File: src/rtl/dp_ctrl_seq.sv
// Control sequencer for the 8-bit shift datapath: load-then-shift-N program,
// paced by a tick prescaler so each control word is held for a whole tick window.
module dp_ctrl_seq #(
   parameter int TICK_DIV = 600,
   parameter int STEP_W   = 4
) (
   input  logic              clk,
   input  logic              clr_n,
   input  logic              start,
   input  logic              abort,
   input  logic              src_sel,
   input  logic [1:0]        mode,
   input  logic [STEP_W-1:0] steps,
   output logic              sel1,
   output logic              sel2,
   output logic [1:0]        func,
   output logic              load,
   output logic              clr,
   output logic              tick,
   output logic              busy,
   output logic              done
);

   localparam int              PW    = $clog2(TICK_DIV);
   localparam logic [PW-1:0]   P_MAX = PW'(TICK_DIV - 1);

   // Control word layout: {busy, done, clr, load, func[1:0], sel2, sel1}
   localparam logic [7:0] CTL_RESET = 8'b0011_0000;

   typedef enum logic [2:0] {
      S_IDLE,
      S_LOAD,
      S_SHIFT,
      S_DONE,
      S_CLR
   } state_t;

   state_t              r_state;
   logic [PW-1:0]       r_presc;
   logic                r_pending;
   logic                r_src;
   logic [1:0]          r_fsel;
   logic [STEP_W-1:0]   r_steps;
   logic [STEP_W-1:0]   r_cnt;
   logic [7:0]          r_ctl;
   logic                w_tick;

   function automatic logic [7:0] ctl_word(input state_t s, input logic src,
                                           input logic [1:0] f);
      logic [7:0] w;
      case (s)
         S_LOAD:  w = {1'b1, 1'b0, 1'b0, 1'b0, 2'b00, 1'b0, src};
         S_SHIFT: w = {1'b1, 1'b0, 1'b0, 1'b0, f,     1'b1, src};
         S_DONE:  w = {1'b1, 1'b1, 1'b0, 1'b1, 2'b00, 1'b0, src};
         S_CLR:   w = {1'b1, 1'b0, 1'b1, 1'b1, 2'b00, 1'b0, 1'b0};
         default: w = {1'b0, 1'b0, 1'b0, 1'b1, 2'b00, 1'b0, 1'b0};
      endcase
      return w;
   endfunction

   assign w_tick = (r_presc == '0);

   always_ff @(posedge clk) begin
      if (!clr_n)
         r_presc <= P_MAX;
      else if (w_tick)
         r_presc <= P_MAX;
      else
         r_presc <= r_presc - PW'(1);
   end

   always_ff @(posedge clk) begin
      if (!clr_n) begin
         r_state   <= S_IDLE;
         r_pending <= 1'b0;
         r_src     <= 1'b0;
         r_fsel    <= 2'b00;
         r_steps   <= '0;
         r_cnt     <= '0;
         r_ctl     <= CTL_RESET;
      end else if (abort) begin
         // abort wins over everything, including a simultaneous start
         r_state   <= S_CLR;
         r_pending <= 1'b0;
         r_ctl     <= ctl_word(S_CLR, r_src, r_fsel);
      end else begin
         case (r_state)
            S_IDLE: begin
               if (w_tick && r_pending) begin
                  r_state   <= S_LOAD;
                  r_pending <= 1'b0;
                  r_ctl     <= ctl_word(S_LOAD, r_src, r_fsel);
               end else begin
                  r_ctl <= ctl_word(S_IDLE, r_src, r_fsel);
                  if (start) begin
                     r_pending <= 1'b1;
                     r_src     <= src_sel;
                     r_fsel    <= mode[1] ? 2'b10 : mode;
                     r_steps   <= steps;
                  end
               end
            end
            S_LOAD: begin
               if (w_tick) begin
                  if (r_steps != '0) begin
                     r_state <= S_SHIFT;
                     r_cnt   <= r_steps;
                     r_ctl   <= ctl_word(S_SHIFT, r_src, r_fsel);
                  end else begin
                     r_state <= S_DONE;
                     r_ctl   <= ctl_word(S_DONE, r_src, r_fsel);
                  end
               end
            end
            S_SHIFT: begin
               if (w_tick) begin
                  if (r_cnt == STEP_W'(1)) begin
                     r_state <= S_DONE;
                     r_ctl   <= ctl_word(S_DONE, r_src, r_fsel);
                  end else begin
                     r_cnt <= r_cnt - STEP_W'(1);
                  end
               end
            end
            S_DONE: begin
               r_state <= S_IDLE;
               r_ctl   <= ctl_word(S_IDLE, r_src, r_fsel);
            end
            S_CLR: begin
               if (w_tick) begin
                  r_state <= S_IDLE;
                  r_ctl   <= ctl_word(S_IDLE, r_src, r_fsel);
               end
            end
            default: begin
               r_state <= S_IDLE;
               r_ctl   <= ctl_word(S_IDLE, r_src, r_fsel);
            end
         endcase
      end
   end

   assign busy = r_ctl[7];
   assign done = r_ctl[6];
   assign clr  = r_ctl[5];
   assign load = r_ctl[4];
   assign func = r_ctl[3:2];
   assign sel2 = r_ctl[1];
   assign sel1 = r_ctl[0];
   assign tick = w_tick;

endmodule

File: config.mk
export PLATFORM = sky130hd
export DESIGN_NAME = dp_ctrl_seq
export DESIGN_NICKNAME = d
export VERILOG_FILES = /design/src/rtl/dp_ctrl_seq.sv
export SDC_FILE = /design/constraint.sdc
export NUM_CORES = 1
export LEC_CHECK = 0
export CAP_MARGIN = 20
export CORE_MARGIN = 3
export CORE_UTILIZATION = 48
export CTS_CLUSTER_DIAMETER = 50
export DETAILED_ROUTE_END_ITERATION = 10
export PLACE_DENSITY_LB_ADDON = 0.1
export SYNTH_ARGS = -nofsm -noshare
export SYNTH_HDL_FRONTEND = slang
export SYNTH_SLANG_ARGS = --single-unit
File: constraint.sdc
create_clock -name clk -period 4 [get_ports clk]
set_clock_uncertainty 0.2 [all_clocks]
set_input_delay 0.4 -clock clk [delete_from_list [all_inputs] [get_ports clk]]
set_output_delay 0.4 -clock clk [all_outputs]
set_load 0.01 [all_outputs]
# After elaboration in Yosys (flattened, before gate mapping)

Index checks and enable logic that the tools add are counted.

Register bits: 33
Output and inout port bits: 9
Word-level logic and storage cells: 70

$add $sub $neg: 2
Eq/ne operators: 16
Mux-type cells: 24
Bitwise operators: 3
Reductions and logical operators: 15

Operators with widths:

| operator                                           | number |
|---|---|
| 2-to-1 mux 8 bit                                   | 6 |
| case mux 8 bit (4 select lines)                    | 1 |
| 2-to-1 mux 3 bit                                   | 6 |
| 2-to-1 mux 4 bit                                   | 4 |
| inequality test 3 bit, second input constant       | 5 |
| inequality test 2 bit, second input constant       | 7 |
| case mux 3 bit (4 select lines)                    | 1 |
| AND reduction 4 bit                                | 3 |
| zero test 10 bit                                   | 1 |
| AND reduction 5 bit                                | 2 |
| subtractor 10 x 1 -> 10 bit, second input constant | 1 |
| case mux 4 bit (2 select lines)                    | 1 |
| 2-to-1 mux 7 bit                                   | 1 |
| AND reduction 6 bit                                | 1 |
| == test 4 x 1 -> 1 bit, second input constant      | 1 |
| nonzero test 2 bit                                 | 2 |
| nonzero test 4 bit                                 | 1 |
| OR reduction 2 bit                                 | 2 |
| subtractor 4 x 1 -> 4 bit, second input constant   | 1 |
| == test 3 x 1 -> 1 bit, second input constant      | 1 |
| == test 3 x 2 -> 1 bit, second input constant      | 1 |
| == test 3 bit, second input constant               | 1 |
| zero test 3 bit                                    | 1 |
| 2-to-1 mux 1 bit                                   | 3 |
| other kinds (4)                                    | 6 |

# Logic depth before layout (Yosys ltp)

Gate-level depths: netlist of run 1.

Depth after elaboration: 5
Depth in mapped cells: 7
Gate-level depth less buffers: 7

# Worst setup path after synthesis of run 1

OpenSTA, ideal clock, no wires.

Path kind: register to register
Start point: register r_cnt[0]
End point: register r_ctl[5]
Setup time: 0.141 ns
Arrival: 1.793 ns
Data required time: 3.659 ns
Setup slack: 1.867 ns
Cell stages (with the launch flop): 7
Clock period less this slack: 2.133 ns
Path through: dfxtp_1 > ha_1 > or3b_2 > a2111oi_4 > or2_0 > buf_4 > o21ai_0

Word-level cells in the longest chain between the ends: 3

RTL lines:

| what                            | RTL line | source |
|---|---|---|
| from (decl)                     | 44       | `logic [STEP_W-1:0] r_cnt;` |
| from (signal assigned)          | 107      | `r_cnt <= r_steps;` |
| from (signal assigned)          | 121      | `r_cnt <= r_cnt - STEP_W'(1);` |
| == test 4 x 1 -> 1 bit          | 117      | `if (r_cnt == STEP_W'(1)) begin` |
| inequality test 2 bit (no line) | -        |  |
| AND reduction 4 bit (no line)   | -        |  |
| to (signal assigned)            | 119      | `r_ctl <= ctl_word(S_DONE, r_src, r_fsel);` |
| to (signal assigned)            | 127      | `r_ctl <= ctl_word(S_IDLE, r_src, r_fsel);` |
| to (signal assigned)            | 132      | `r_ctl <= ctl_word(S_IDLE, r_src, r_fsel);` |
| to (decl)                       | 45       | `logic [7:0] r_ctl;` |

No other way between the ends.
A chain may end at the register's enable or synchronous reset.

# Worst setup path in the final report of run 1

Start point: register r_presc[0]
End point: output port tick

Word-level cells in the longest chain between the ends: 1

RTL lines:

| what                   | RTL line | source |
|---|---|---|
| from (decl)            | 39       | `logic [PW-1:0] r_presc;` |
| from (signal assigned) | 69       | `r_presc <= r_presc - PW'(1);` |
| zero test 10 bit       | 61       | `assign w_tick = (r_presc == '0);` |
| to (decl)              | 19       | `output logic tick,` |

No other way between the ends.

==> results.toml, run 1 <==
[place]
place_ws_ns = 1.309
final_replace_weighted_congestion = 0.8585
post-dp-hpwl_um = 2563
buffer_ports.inserted = 19

[status]
outcome = "complete, no violations"

[power]
pwr-share-seq_pct = 56.4
combPwrFrac_pct = 8.6
power_switching_share_pct = 24.43
irDropWorstVdd_v = 0.0002100
p_clk_share_pct = 35.0
netSwitchingPower_mw = 0.1502
power_density_nw_per_um2 = 323.1
finalPower_mw = 0.6149
internal-power_mw = 0.4647
leakage_nw = 0.6801

[setup_path]
critical_path_class = "flip-flop to output port"
worstPathArrival_ns = 2.46
r2r-start = "r_cnt[0]$_SDFFE_PN0P_"
worst_r2r_endpoint = "r_ctl[1]$_SDFFE_PP0P_"
crit_required_ns = 3.40
path_max_fanout = 6
critPathLaunchType = "flip-flop"
timing.reg2reg.worst_path_depth = 5
r2r_slack_ns = 1.48
cp-end-kind = "output port"

[synth]
ys_top_cells_by_area = "dfxtp_1, nand2_1, mux2i_1"
postSynthCellCount = 186
synth_largest_area_cell = "dfxtp_1"
post_synth_top_area_share_pct = 41.03
synthesis.nets = 200
ys_warn_count = 0
post_synth_instance_area_um2 = 1610
synth_cell_types = 46
async_reset_ff_share_pct = 0
synth_edf_count = 0
synth_seq_cells = 33
synth-seq-area-share_pct = 41.03
synth.avg_cell_area_um2 = 8.657
synthFlopType = "dfxtp_1"

[cts]
h-tree-depth = 2
cts_buffers = 5
deepest_clock_path_buffer_count = 2
clock_tree_from_tritoncts = "built"
clock_latency_ns = 0.34
cts_num_sinks = 33
clk_pin_slew_worst_setup_hold_paths_ns = 0.10
cts_repair_resize_count = 0
ctsHoldBuffers = 0
root_buffer = "clkbuf_4"
cts_setup_buffers = 0

[timing]
setup_viol_count_final = 0
minimum_setup_slack_in_the_final_design_ns = 0.9367
worst_pin_slew_ns = 0.7351
fmaxAchievable_mhz = 326.4
layout_worst_path_cycle_share_pct = 76.58
final.setup.tns_ns = 0
period_minus_slack_ns = 3.063
whs_ns = 0.2147
worst_slew_margin_rel_pct = 50.73
report.final.slew_viol_count = 0
rsz0062_at_grt = "no"
timing.final.hold_violations = 0

[layout]
layout.cells.most_common_list = "dfxtp_1, nand2_1, clkdlybuf4s50_1, nor2_1"
area_delta_synth_final_pct = 18.18
diodes = 0
area_used_by_multi_input_combinational_logic_um2 = 885.9
layout.cells.most_common = "dfxtp_1"
layout.area.seq_um2 = 660.6
layout-drive-gt1-share_pct = 9.662
n_fill_cell = 297
finish.net_count = 220

[route]
drt_first_iter_violations = 100
drt-pass1-iter-count = 4
routed_via_density = 5.462
totalWireLength_um = 3498
remaining_drc_errors = 0
postRouteAntennaNets = 0
via_count = 1371
route.detailed.wl_per_inst_um = 13.94

[global_route]
grt.overflow.total = 0
first_pass_grt_wire_length_um = 6058
grt_antenna_before_repair = 0
grt_max_degree = 16
vias_in_the_first_global_route = 1300
grt_usage_pct = 18.81

[worst_hold_path]
timing.hold.worst.class = "flip-flop to flip-flop"
whs_path_depth = 1
hold_end = "r_presc[0]$_SDFF_PP1_"
min_from = "r_presc[0]$_SDFF_PP1_"

[floorplanning]
core_region_area_um2 = 3128
row_count = 20
fp.dieArea_um2 = 4086
ios = 20
chip_width_um = 63.92
initial_utilization_pct = 51.48
fp.dieH_um = 63.92

[job]
drv_cap = 0
[state kept, by name, summed over array words and instances (netlist names)]
| register | count |
|---|---|
| r_cnt | 4 |
| r_ctl | 8 |
| r_fsel | 2 |
| r_pending | 1 |
| r_presc | 10 |
| r_src | 1 |
| r_state | 3 |
| r_steps | 4 |
[cell usage after synthesis (3+ instances only)]
master	number
o211ai_1	3
o31ai_1	3
nor4_1	4
nor3_1	7
nor2_1	14
xnor2_1	7
mux2i_1	8
dfxtp_1	33
o21ai_0	9
nand2_1	29
ha_1	3
inv_1	9
a21oi_1	8
or3b_2	3
clkbuf_1	6
[cells by family (layout without fill, tap and decap cells)]
| group | count (synthesis) | after routing | share of synthesized area, % |
|---|---|---|---|
| and+or+nand+nor | 75 | 75 | 23.78 |
| AOI/OAI and AO/OA | 43 | 43 | 19.58 |
| DFF | 33 | 33 | 41.03 |
| buffers and inverters | 16 | 37 | 3.963 |
| xor gates and xnor gates | 8 | 8 | 4.351 |
| muxes | 8 | 8 | 4.973 |
| adders and majority gates | 3 | 3 | 2.331 |
[worst max-delay path by stage]
| stage | from | end | cells past startpoint |
|---|---|---|---|
| 6_report | r_presc[0]$_SDFF_PP1_ | tick | 6 |
| 5_1_grt | r_presc[0]$_SDFF_PP1_ | tick | 6 |
| 2_1_floorplan | r_cnt[0]$_SDFFE_PN0P_ | r_ctl[5]$_SDFFE_PP1P_ | 6 |
| 3_5_place_dp | r_presc[0]$_SDFF_PP1_ | tick | 6 |
| 4_1_cts | r_presc[0]$_SDFF_PP1_ | tick | 6 |
| 3_3_place_gp | r_presc[0]$_SDFF_PP1_ | tick | 6 |
[worst max-delay path, stage by stage, from the launching register on]
cell             delay [ns]
dfxtp_1                0.34
inv_1                  0.06
ha_1                   0.19
nor3b_1                0.48
nand3_1                0.28
inv_1                  0.20
clkdlybuf4s50_1        0.57
[metal layers]
metal	vias up	share of wire [%]	wire length [um]	GRT usage, %
met3	4	5.6	195	4.745
met4	0	0.71	25	8.086
li1	710	-	-	-
met1	624	47	1648	24.97
met5	-	0	0	0
met2	33	47	1629	28.77
[stage by stage]
stage / instances / utilization [%] / area [um^2]
floorplan: 186 / - / 1610
global placement: 243 / 58.60 / 1833
detailed placement: 243 / 58.60 / 1833
CTS: 251 / 60.84 / 1903
global route: 251 / 60.84 / 1903
finish: 251 / 60.84 / 1903
[area by class of cell]
cell class | count | area share, %
timing repair buffer | 20 | 10.39
tap | 44 | 2.893
sequential | 33 | 34.71
clock inverter | 1 | 0.2630
multi-input combinational | 137 | 46.55
clock buffer | 7 | 3.419
inverter | 9 | 1.775
[power groups by stage]
stage          clock (mW)  combinational (mW)  sequential, mW
4_1_cts             0.226              0.0536           0.347
2_1_floorplan           0              0.0326           0.351
6_report            0.215              0.0530           0.347
3_3_place_gp            0              0.0517           0.353
3_5_place_dp            0              0.0533           0.354
5_1_grt             0.237              0.0596           0.348
(Power assumes the default switching activity.)
==> run 2, diff against run 1 <==
- clock period: 4 -> 3 ns (I/O delays scaled with it)
==> results.toml, run 2 (synthesis gave the netlist of run 1 again) <==
[status]
outcome = "complete, no violations"

[setup_path]
critPathLaunchType = "flip-flop"
critical-path-max-stage-delay_ns = 0.57
critical-path-top-cell-by-count = "inv_1"
crit_required_ns = 2.50
worstPathArrival_ns = 2.23
r2r_slack_ns = 0.52
timing.reg2reg.worst_path_depth = 5
critical_path_class = "flip-flop to output port"
cp_cell_sequence = "inv_1 -> ha_1 -> nor3b_2 -> nand3_1 -> inv_1 -> clkdlybuf4s50_1"
path_max_fanout = 6
cp-end-kind = "output port"
critPathSlowestCell = "clkdlybuf4s50_1"

[layout]
area_delta_synth_final_pct = 17.56
finish.net_count = 220
layout.cells.most_common_list = "dfxtp_1, nand2_1, clkdlybuf4s50_1, nor2_1"
regMostFlops = "r_presc"
n_fill_cell = 287
largestRegisters = "r_presc: 10 flops, r_ctl: 8 flops"
largest_register_ffs = 10
layout.cells.most_common = "dfxtp_1"
diodes = 0
finish.instance_area_um2 = 1893
layout-drive-gt1-share_pct = 9.223

[floorplanning]
core_region_area_um2 = 3128
fp.dieArea_um2 = 4086
row_count = 20
chip_width_um = 63.92
ios = 20
fp.dieH_um = 63.92
initial_utilization_pct = 51.48

[power]
combPwrFrac_pct = 9.0
power_density_nw_per_um2 = 414.8
p_clk_share_pct = 32.1
netSwitchingPower_mw = 0.1908
leakage_nw = 0.6706
finalPower_mw = 0.7852
internal-power_mw = 0.5944
power_switching_share_pct = 24.30
pwr-share-seq_pct = 58.9
irDropWorstVdd_v = 0.0002990

[timing]
final.setup.tns_ns = 0
minimum_setup_slack_in_the_final_design_ns = 0.2659
timing.final.hold_violations = 0
worst_pin_slew_ns = 0.7755
whs_ns = 0.2250
worst_slew_margin_rel_pct = 48.02
setup_viol_count_final = 0
fmaxAchievable_mhz = 365.7
layout_worst_path_cycle_share_pct = 91.14
rsz0062_at_grt = "no"
period_minus_slack_ns = 2.734
report.final.slew_viol_count = 0

[global_route]
first_pass_grt_wire_length_um = 6058
grt_antenna_before_repair = 0
vias_in_the_first_global_route = 1353
grt_max_degree = 18
grt_usage_pct = 18.56
grt.overflow.total = 0

[route]
routed_via_density = 5.608
route.detailed.wl_per_inst_um = 13.66
postRouteAntennaNets = 0
remaining_drc_errors = 0
drt_first_iter_violations = 82
drt-pass1-iter-count = 4
totalWireLength_um = 3416
via_count = 1402

[place]
post-dp-hpwl_um = 2517
final_replace_weighted_congestion = 0.8576
buffer_ports.inserted = 19
place_ws_ns = 0.4512
dpl-instance-area_um2 = 1833

[cts]
cts_setup_buffers = 0
clk_pin_slew_worst_setup_hold_paths_ns = 0.09
cts_buffers = 5
root_buffer = "clkbuf_4"
clock_latency_ns = 0.33
deepest_clock_path_buffer_count = 2
cts_num_sinks = 33
clock_tree_from_tritoncts = "built"
h-tree-depth = 2

[job]
drv_cap = 0

[worst_hold_path]
timing.hold.worst.class = "flip-flop to flip-flop"
whs_path_depth = 1
## run 2: power groups by stage
stage	clock, mW	combinational, mW	sequential (mW)
after floorplan	0	0.0434	0.468
after global placement	0	0.0690	0.471
after detailed placement	0	0.0703	0.472
after CTS	0.263	0.0707	0.462
after global routing	0.280	0.0790	0.465
final	0.252	0.0707	0.463
## run 2: metal layers
| metal | share of wire (%) | track usage (%) |
|---|---|---|
| met5 | 0 | 0 |
| met3 | 4.9 | 5.975 |
| met1 | 47 | 24.51 |
| met2 | 47 | 28.77 |
| met4 | 0.85 | 5.391 |
## run 2: final timing paths
kind                         startpoint               endpoint
setup / recovery  r_presc[0]$_SDFF_PP1_                   tick
hold / removal    r_presc[0]$_SDFF_PP1_  r_presc[0]$_SDFF_PP1_
setup reg to reg  r_cnt[0]$_SDFFE_PN0P_  r_ctl[2]$_SDFFE_PP0P_
hold reg to reg   r_presc[0]$_SDFF_PP1_  r_presc[0]$_SDFF_PP1_
## run 2: layout make-up
type	count	area [um^2]	area share, %
multi-input cells	137	890.9	47.06
clock buffers	7	55.05	2.908
well taps	44	55.05	2.908
inverters	9	33.78	1.785
repair buffers	20	197.7	10.44
flip-flops and latches	33	660.6	34.90
## run 2: per-stage QoR
step                      utilization (%)  cells
after floorplan                         -    186
after global placement              58.60    243
after detailed placement            58.60    243
after CTS                           60.36    250
after global routing                60.52    250
final                               60.52    250
## run 2: critical path: cells and delay by family (launching register included)
| family | cells | cell delay (ns) |
|---|---|---|
| flops | 1 | 0.34 |
| simple gates | 2 | 0.54 |
| fa+ha+maj | 1 | 0.19 |
| buf+inv | 3 | 0.84 |
## run 2: what timing repair did
item / CTS / global route
hold buffers: 0 / 0
resized for setup: 0 / 1
endpoints found under the setup margin: 0 / 1
